File: config.mk
export PLATFORM = sky130hd
export DESIGN_NAME = sm_minmax_stream
export DESIGN_NICKNAME = d
export VERILOG_FILES = /design/src/rtl/sm_pkg.sv /design/src/rtl/sm_compare.sv /design/src/rtl/sm_minmax_stream.sv
export SDC_FILE = /design/constraint.sdc
export NUM_CORES = 1
export LEC_CHECK = 0
export CAP_MARGIN = 20
export CORE_MARGIN = 2
export CORE_UTILIZATION = 49
export CTS_CLUSTER_DIAMETER = 200
export DETAILED_ROUTE_END_ITERATION = 7
export GPL_ROUTABILITY_DRIVEN = 0
export GPL_TIMING_DRIVEN = 0
export PLACE_DENSITY = 0.79
export SYNTH_ARGS = -nofsm -noshare
export SYNTH_HDL_FRONTEND = slang
export SYNTH_HIERARCHICAL = 1
export SYNTH_SLANG_ARGS = --single-unit
File: constraint.sdc
create_clock -name i_clk -period 3.1 [get_ports i_clk]
set_input_delay 0.62 -clock i_clk [delete_from_list [all_inputs] [get_ports i_clk]]
set_output_delay 0.62 -clock i_clk [all_outputs]
set_load 0.05 [all_outputs]
File: src/rtl/sm_pkg.sv
// Shared types and sign-magnitude helpers for the min/max stream block.
package sm_pkg;

  localparam int unsigned SM_MAX_W = 64;

  typedef enum logic [1:0] {IDLE, ACC, DONE} state_t;

  localparam logic MODE_MAX = 1'b0;
  localparam logic MODE_MIN = 1'b1;

  // Operands are zero-extended to SM_MAX_W; n is the real sample width.
  function automatic logic sm_sign(input logic [SM_MAX_W-1:0] x, input int unsigned n);
    return 1'(x >> (n - 1));
  endfunction

  function automatic logic [SM_MAX_W-1:0] sm_mag(input logic [SM_MAX_W-1:0] x, input int unsigned n);
    return x & ~({SM_MAX_W{1'b1}} << (n - 1));
  endfunction

  function automatic logic sm_is_zero(input logic [SM_MAX_W-1:0] x, input int unsigned n);
    return sm_mag(x, n) == '0;
  endfunction

endpackage

File: src/rtl/sm_compare.sv
// Combinational sign-magnitude comparator; -0 is treated as +0.
module sm_compare
  import sm_pkg::*;
#(
  parameter int unsigned N = 8
) (
  input  logic [N-1:0] i_a,
  input  logic [N-1:0] i_b,
  output logic         o_gt,
  output logic         o_eq
);

  localparam int unsigned MW = N - 1;

  logic [MW-1:0] w_mag_a;
  logic [MW-1:0] w_mag_b;
  logic          w_neg_a;
  logic          w_neg_b;

  // Normalised sign: a zero magnitude never counts as negative.
  always_comb begin
    w_mag_a = MW'(sm_mag(SM_MAX_W'(i_a), N));
    w_mag_b = MW'(sm_mag(SM_MAX_W'(i_b), N));
    w_neg_a = sm_sign(SM_MAX_W'(i_a), N) && !sm_is_zero(SM_MAX_W'(i_a), N);
    w_neg_b = sm_sign(SM_MAX_W'(i_b), N) && !sm_is_zero(SM_MAX_W'(i_b), N);
  end

  always_comb begin
    o_eq = (w_neg_a == w_neg_b) && (w_mag_a == w_mag_b);
    if (w_neg_a != w_neg_b) begin
      o_gt = w_neg_b;
    end else if (!w_neg_a) begin
      o_gt = w_mag_a > w_mag_b;
    end else begin
      o_gt = w_mag_a < w_mag_b;
    end
  end

endmodule

File: src/rtl/sm_minmax_stream.sv
// Framed stream reducer: returns the max or min sign-magnitude sample and its index.
module sm_minmax_stream
  import sm_pkg::*;
#(
  parameter int unsigned N       = 8,
  parameter int unsigned MAX_LEN = 16,
  localparam int unsigned IDX_W  = $clog2(MAX_LEN)
) (
  input  logic             i_clk,
  input  logic             i_rst,
  input  logic             i_mode,
  input  logic             i_valid,
  input  logic [N-1:0]     i_data,
  input  logic             i_last,
  output logic             o_ready,
  output logic             o_valid,
  input  logic             i_ready,
  output logic [N-1:0]     o_result,
  output logic [IDX_W-1:0] o_index,
  output logic             o_ovf,
  output logic             o_busy
);

  localparam int unsigned CNT_W = IDX_W + 1;
  localparam logic [CNT_W-1:0] CNT_MAX = CNT_W'(MAX_LEN);

  state_t           r_state;
  state_t           w_next;
  logic [N-1:0]     r_cand;
  logic [IDX_W-1:0] r_idx;
  logic [CNT_W-1:0] r_cnt;
  logic             r_mode;
  logic             r_ovf;

  logic w_accept;
  logic w_gt;
  logic w_eq;
  logic w_better;
  logic w_in_range;

  sm_compare #(.N(N)) u_cmp (
    .i_a  (i_data),
    .i_b  (r_cand),
    .o_gt (w_gt),
    .o_eq (w_eq)
  );

  always_ff @(posedge i_clk) begin
    if (i_rst) begin
      r_state <= IDLE;
    end else begin
      r_state <= w_next;
    end
  end

  always_comb begin
    w_next     = r_state;
    w_accept   = 1'b0;
    w_in_range = r_cnt < CNT_MAX;
    w_better   = (r_mode == MODE_MIN) ? (!w_gt && !w_eq) : w_gt;
    case (r_state)
      IDLE: begin
        w_accept = i_valid;
        if (i_valid) w_next = i_last ? DONE : ACC;
      end
      ACC: begin
        w_accept = i_valid;
        if (i_valid && i_last) w_next = DONE;
      end
      DONE: begin
        if (i_ready) w_next = IDLE;
      end
      default: w_next = IDLE;
    endcase
  end

  // Candidate tracking; the counter only advances while in range, so it saturates at MAX_LEN.
  always_ff @(posedge i_clk) begin
    if (i_rst) begin
      r_cand <= '0;
      r_idx  <= '0;
      r_cnt  <= '0;
      r_mode <= MODE_MAX;
      r_ovf  <= 1'b0;
    end else if (w_accept) begin
      if (r_state == IDLE) begin
        r_cand <= i_data;
        r_idx  <= '0;
        r_cnt  <= CNT_W'(1);
        r_mode <= i_mode;
        r_ovf  <= 1'b0;
      end else if (w_in_range) begin
        if (w_better) begin
          r_cand <= i_data;
          r_idx  <= r_cnt[IDX_W-1:0];
        end
        r_cnt <= r_cnt + CNT_W'(1);
      end else begin
        r_ovf <= 1'b1;
      end
    end
  end

  assign o_ready  = (r_state != DONE);
  assign o_valid  = (r_state == DONE);
  assign o_busy   = (r_state != IDLE);
  assign o_result = r_cand;
  assign o_index  = r_idx;
  assign o_ovf    = r_ovf;

endmodule

# Word-level counts from Yosys, hierarchy flattened

Cells that the tools add are included.

Flip-flop bits (word level): 21
Input bits: 14
Output and inout port bits: 16
Word-level logic and storage cells: 60

Equality and inequality tests: 10
Multiplexer cells: 19
Add/sub/neg operators: 1
$lt $le $gt $ge: 3
Reductions and logical operators: 21

Operators by type and width:

| kind                                                                  | number |
|---|---|
| 64-bit logical NOT                                                    | 2 |
| 8-bit two-way mux                                                     | 3 |
| 4-bit two-way mux                                                     | 3 |
| 5-bit two-way mux                                                     | 2 |
| 2-bit two-way mux                                                     | 4 |
| 7-bit equality test                                                   | 1 |
| 7-bit greater-than comparator                                         | 1 |
| 7-bit < comparator                                                    | 1 |
| 1-bit two-way mux                                                     | 6 |
| 2-bit != test, second input constant                                  | 3 |
| 2-bit case mux with 3 select lines                                    | 1 |
| 2-bit AND reduction                                                   | 3 |
| 3-bit AND reduction                                                   | 2 |
| 2-bit nonzero test                                                    | 3 |
| 5-bit by 1-bit adder with 5-bit output, second input constant         | 1 |
| 1-bit logical AND                                                     | 5 |
| 5-bit < comparator, second input constant                             | 1 |
| 1-bit logical NOT                                                     | 4 |
| 2-bit by 1-bit != test with 1-bit output, second input constant       | 2 |
| 2-bit by 1-bit equality test with 1-bit output, second input constant | 1 |
| 2-bit equality test, second input constant                            | 1 |
| 2-bit logical NOT                                                     | 1 |
| 2-bit OR reduction                                                    | 1 |
| 1-bit equality test                                                   | 1 |
| 1-bit != test                                                         | 1 |

# Logic depth before layout (Yosys ltp)

Depth in word-level cells: 11
Gate-level depth with buffers: 10
Depth with buffers taken out: 9

# By module

The synthesis kept the hierarchy.

By module, submodules not included:

| module           | cells each | seq. area each (µm²) | area each (µm²) | instances |
|---|---|---|---|---|
| sm_minmax_stream | 100        | 420.4                | 987.2           | 1 |
| sm_compare       | 32         | 0.0                  | 260.2           | 1 |

# Worst setup path before layout

No wires, ideal clock.

Path type: reg2reg
From: reg r_cand[6] (netlist: o_result[6])
To: reg r_idx[0] (netlist: o_index[0])
Path buffers: 1
Arrival: 2767 ps
Cell stages (with the launch flop): 11
Data required time: 3028 ps
Slack: 261 ps
Setup time: 72 ps
Period minus slack after synthesis: 2839 ps
Cells stage by stage: dfxtp_1 -> inv_1 -> ha_1 -> and4_1 -> a21boi_0 -> nor2_1 -> a2bb2oi_1 -> or3b_4 -> a311oi_4 -> buf_8 -> mux2i_1

Word-level cells in the longest chain between the ends: 10
Elaborated cells on any way between the ends: 17
Classes of those cells: 2 x order compare; 3 x eq/ne; 3 x mux; 9 x reduce/logical

Ends and longest elaborated chain:

| element                                                               | RTL line               | RTL |
|---|---|---|
| from (decl)                                                           | sm_minmax_stream.sv:29 | `logic [N-1:0] r_cand;` |
| from (signal assigned)                                                | sm_minmax_stream.sv:87 | `r_cand <= i_data;` |
| from (signal assigned)                                                | sm_minmax_stream.sv:94 | `r_cand <= i_data;` |
| branches (longest 4 deep; another with 7-bit greater-than comparator) | --                     |  |
| 1-bit two-way mux *                                                   | sm_compare.sv:30       | `if (w_neg_a != w_neg_b) begin` |
| net w_gt                                                              | sm_minmax_stream.sv:36 | `logic w_gt;` |
| 1-bit logical NOT                                                     | sm_minmax_stream.sv:60 | `w_better = (r_mode == MODE_MIN) ? (!w_gt && !w_eq) : w_gt;` |
| 1-bit logical AND                                                     | sm_minmax_stream.sv:60 |  |
| 1-bit two-way mux *                                                   | sm_minmax_stream.sv:60 |  |
| 2-bit nonzero test (no line) *                                        | --                     |  |
| 3-bit AND reduction (no line) *                                       | --                     |  |
| to (signal assigned)                                                  | sm_minmax_stream.sv:95 | `r_idx <= r_cnt[IDX_W-1:0];` |
| to (decl)                                                             | sm_minmax_stream.sv:30 | `logic [IDX_W-1:0] r_idx;` |

Mark *: on every way through the listed nets, which the timed path passes.
A chain may end at the register's enable or synchronous reset.

# Worst setup path in the final report

From: in i_data[4]
To: reg r_idx[0] (netlist: o_index[0])

Word-level cells in the longest chain between the ends: 10
Elaborated cells on any way between the ends: 17
Classes of those cells: 2 x order compare; 3 x eq/ne; 3 x mux; 9 x reduce/logical

Ends and longest elaborated chain:

| element                         | RTL line               | RTL |
|---|---|---|
| from (decl)                     | sm_minmax_stream.sv:13 | `input logic [N-1:0] i_data,` |
| 64-bit logical NOT              | sm_pkg.sv:21           | `return sm_mag(x, n) == '0;` |
| 1-bit logical NOT               | sm_compare.sv:24       | `w_neg_a = sm_sign(SM_MAX_W'(i_a), N) && !sm_is_zero(SM_MAX_W'(i_a), N);` |
| 1-bit logical AND               | sm_compare.sv:24       |  |
| 1-bit equality test             | sm_compare.sv:29       | `o_eq = (w_neg_a == w_neg_b) && (w_mag_a == w_mag_b);` |
| 1-bit logical AND *             | sm_compare.sv:29       |  |
| net w_eq                        | sm_minmax_stream.sv:37 | `logic w_eq;` |
| 1-bit logical NOT *             | sm_minmax_stream.sv:60 |  |
| 1-bit logical AND *             | sm_minmax_stream.sv:60 |  |
| 1-bit two-way mux *             | sm_minmax_stream.sv:60 |  |
| 2-bit nonzero test (no line) *  | --                     |  |
| 3-bit AND reduction (no line) * | --                     |  |

Mark *: on every way through the listed nets, which the timed path passes. The rest lies on a longest branch.

==> flow_metrics.env <==
export IMPL_place_ws_ps=-408
export IMPL_drv_cap=0
export IMPL_cts_resized=0
export IMPL_drc=0
export IMPL_cts_buffer_depth=2
export IMPL_antenna_found_initial=0
export IMPL_switching_power_uw=211
export IMPL_hpwl_um=2100
export IMPL_power_frac_comb=0.318
export IMPL_clock_skew_ps=7.67
export IMPL_syn_nets=154
export IMPL_final_common_cell="clkdlybuf4s50_1"
export IMPL_relSlewSlack=0.662
export IMPL_syn_area_sq_um=1250
export IMPL_clkPwrFrac=0.209
export IMPL_critPathMaxFanout=10
export IMPL_die_area_sq_um=2970
export IMPL_worstPathArrival_ps=3290
export IMPL_synthCells=132
export IMPL_seqPwrFrac=0.473
export IMPL_grt_ovfl_total=0
export IMPL_slew_viol_final=0
export IMPL_drt_iter0_drc=19
export IMPL_rrSetupSlack_ps=510
export IMPL_tightest_slew_ps=505
export IMPL_p_int_uw=422
export IMPL_grt_use_met3=0.0656
export IMPL_path_clk_slew_ps=110
export IMPL_hold_violations=0
export IMPL_hold_path_class="reg2reg"
export IMPL_timing_final_crit_share=0.984
export IMPL_cts_htree_levels=1
export IMPL_synth_seq_cells=21
export IMPL_end_kind="flop"
export IMPL_rsz0062_at_grt="no"
export IMPL_cts_buffers_inserted=3
export IMPL_start_util=0.508
export IMPL_cts_root_buffer="clkbuf_4"
export IMPL_diodes=0
export IMPL_antenna_left=0
export IMPL_mostFrequentLayoutCells="clkdlybuf4s50_1 (28), nand2b_1 (23), dfxtp_1 (21)"
export IMPL_timing_final_ws_setup_ps=49.3
export IMPL_vias=1073
export IMPL_finalSetupViolCount=0
export IMPL_place_area_sq_um=1570
export IMPL_holdWs_ps=489
export IMPL_avgSynthCellArea_sq_um=9.45
export IMPL_synth_area_leader_cell="dfxtp_1"
export IMPL_p_total_uw=633
export IMPL_fill_cells=213
export IMPL_ir_drop_v=0.000275
export IMPL_grt_pass1_vias=1047
export IMPL_fp_dieH_um=54.5
export IMPL_drive_above_1_share=0.0788
export IMPL_grt_first_pass_wirelength_um=4370
export IMPL_io_pins=30
export IMPL_rr_endpoint="o_index[0]$_SDFFE_PP0P_"
export IMPL_final_nets=188
export IMPL_synth_top_area_frac=0.337
export IMPL_grt_start_max_net_pins=13
export IMPL_p_leak_nw=0.596
export IMPL_grt_util_met1=0.241
export IMPL_seq_area_frac_synth=0.337
export IMPL_yosysWarnings=6
export IMPL_synth_top_cells_by_area="dfxtp_1 (34%), nand2b_1 (12%), mux2i_1 (9.6%)"
export IMPL_final_cell_area_sq_um=1600
export IMPL_critPathCapture="o_index[0]$_SDFFE_PP0P_"
export IMPL_tns_ps=0
export IMPL_gr_usage_met2=0.351
export IMPL_synthArstFlopShare=0
export IMPL_synth_distinct_cells=34
export IMPL_run_status="completed"
export IMPL_first_pass_iters=4
export IMPL_port_buffers=28
export IMPL_worstHoldStart="o_index[1]$_SDFFE_PP0P_"
export IMPL_clock_latency_ps=310
export IMPL_track_usage=0.204
export IMPL_synth_ff_type="dfxtp_1"
export IMPL_wl_per_cell_um=13.7
export IMPL_routed_wirelength_um=2660
export IMPL_critPathKind="in2reg"
export IMPL_max_freq_ghz=0.328
export IMPL_sw_frac_of_total=0.333
export IMPL_ff2ff_path_depth=8
export IMPL_busiest_layer="met2"
export IMPL_cts_tree="built"
export IMPL_min_period_ps=3050
export IMPL_start_kind="input port"
export IMPL_die_w_um=54.5
export IMPL_worstPathRequired_ps=3340
export IMPL_rows=18
export IMPL_p_per_area_nw_per_um2=395
export IMPL_reg2reg_from="o_result[2]$_SDFFE_PP0P_"
export IMPL_design_core_area_sq_um=2450
export IMPL_areaGrowthSynthToFinish_pct=28.3
export IMPL_crit_path_start="i_data[4]"
export IMPL_vias_per_cell=5.50
export IMPL_cts_sinks=21
export IMPL_synth_edf_count=0
## layer usage
layer	up-vias	share of wire	routed length (um)
li1	538	-	-
met1	510	0.46	1220
met2	21	0.48	1290
met3	4	0.047	126
met4	0	0.010	27
met5	-	0	0
## critical path, cell delays in order
cell and delay (ps):
clkdlybuf4s50_1 440, or4_1 560, o41ai_2 330, xor2_1 200, nor2_1 60, or3b_4 400
a311oi_4 270, buf_8 200, mux2i_1 190
## worst min-delay path by stage
stage	to	slack [ps]	depth (start not counted)
floorplan	r_mode$_SDFFE_PP0P_	460	2
global placement	o_ovf$_SDFFE_PP0P_	460	2
detailed placement	o_index[1]$_SDFFE_PP0P_	470	2
CTS	o_index[1]$_SDFFE_PP0P_	490	2
global route	o_index[1]$_SDFFE_PP0P_	520	2
finish	o_index[1]$_SDFFE_PP0P_	490	2
## flip-flops by register name, indices dropped and copies added, names as in the netlist
register / count
o_index: 4
o_ovf: 1
r_state: 2
r_cnt: 5
o_result: 8
r_mode: 1
## timing repair
action	CTS	global route
hold buffers	0	0
setup buffers	1	0
setup endpoints to repair	10	0
## power groups by stage
stage          clock network, mW  logic (mW)  registers [mW]
2_1_floorplan                  0       0.105           0.334
3_5_place_dp                   0       0.198           0.306
5_1_grt                    0.150       0.217           0.302
4_1_cts                    0.136       0.201           0.299
6_report                   0.132       0.201           0.299
3_3_place_gp                   0       0.190           0.305
## cell type report
cell class | count | area, sq um | share of cell area
buffer | 5 | 37.5 | 0.0235
multi-input combinational | 97 | 756 | 0.472
inverter | 9 | 33.8 | 0.0211
sequential | 21 | 420 | 0.263
tap | 30 | 37.5 | 0.0235
clock buffer | 3 | 22.5 | 0.0141
timing repair buffer | 29 | 288 | 0.180
clock inverter | 1 | 5.00 | 0.00313
## kinds of logic after synthesis
| kind of cell | count (synthesis) | share of synthesized area |
|---|---|---|
| fa+ha+maj | 8 | 0.0802 |
| simple gates | 52 | 0.262 |
| xor+xnor | 1 | 0.00702 |
| buf+inv | 14 | 0.0572 |
| compound gates | 24 | 0.160 |
| mux | 12 | 0.0963 |
| flops | 21 | 0.337 |
## per-stage QoR
stage	std cells	utilization
after floorplan	132	-
after global placement	190	0.638
after detailed placement	190	0.638
after CTS	195	0.652
after global routing	195	0.652
final	195	0.652
## cell usage after synthesis (3+ instances only)
cell type and n:
nand3b_1 6, ha_1 8, inv_1 9, nor2_1 6, nand2b_1 23, nand2_1 3
dfxtp_1 21, clkbuf_1 3, or4_1 3, o21ai_0 4, mux2i_1 12, a21oi_1 9
(Power assumes the default switching activity.)
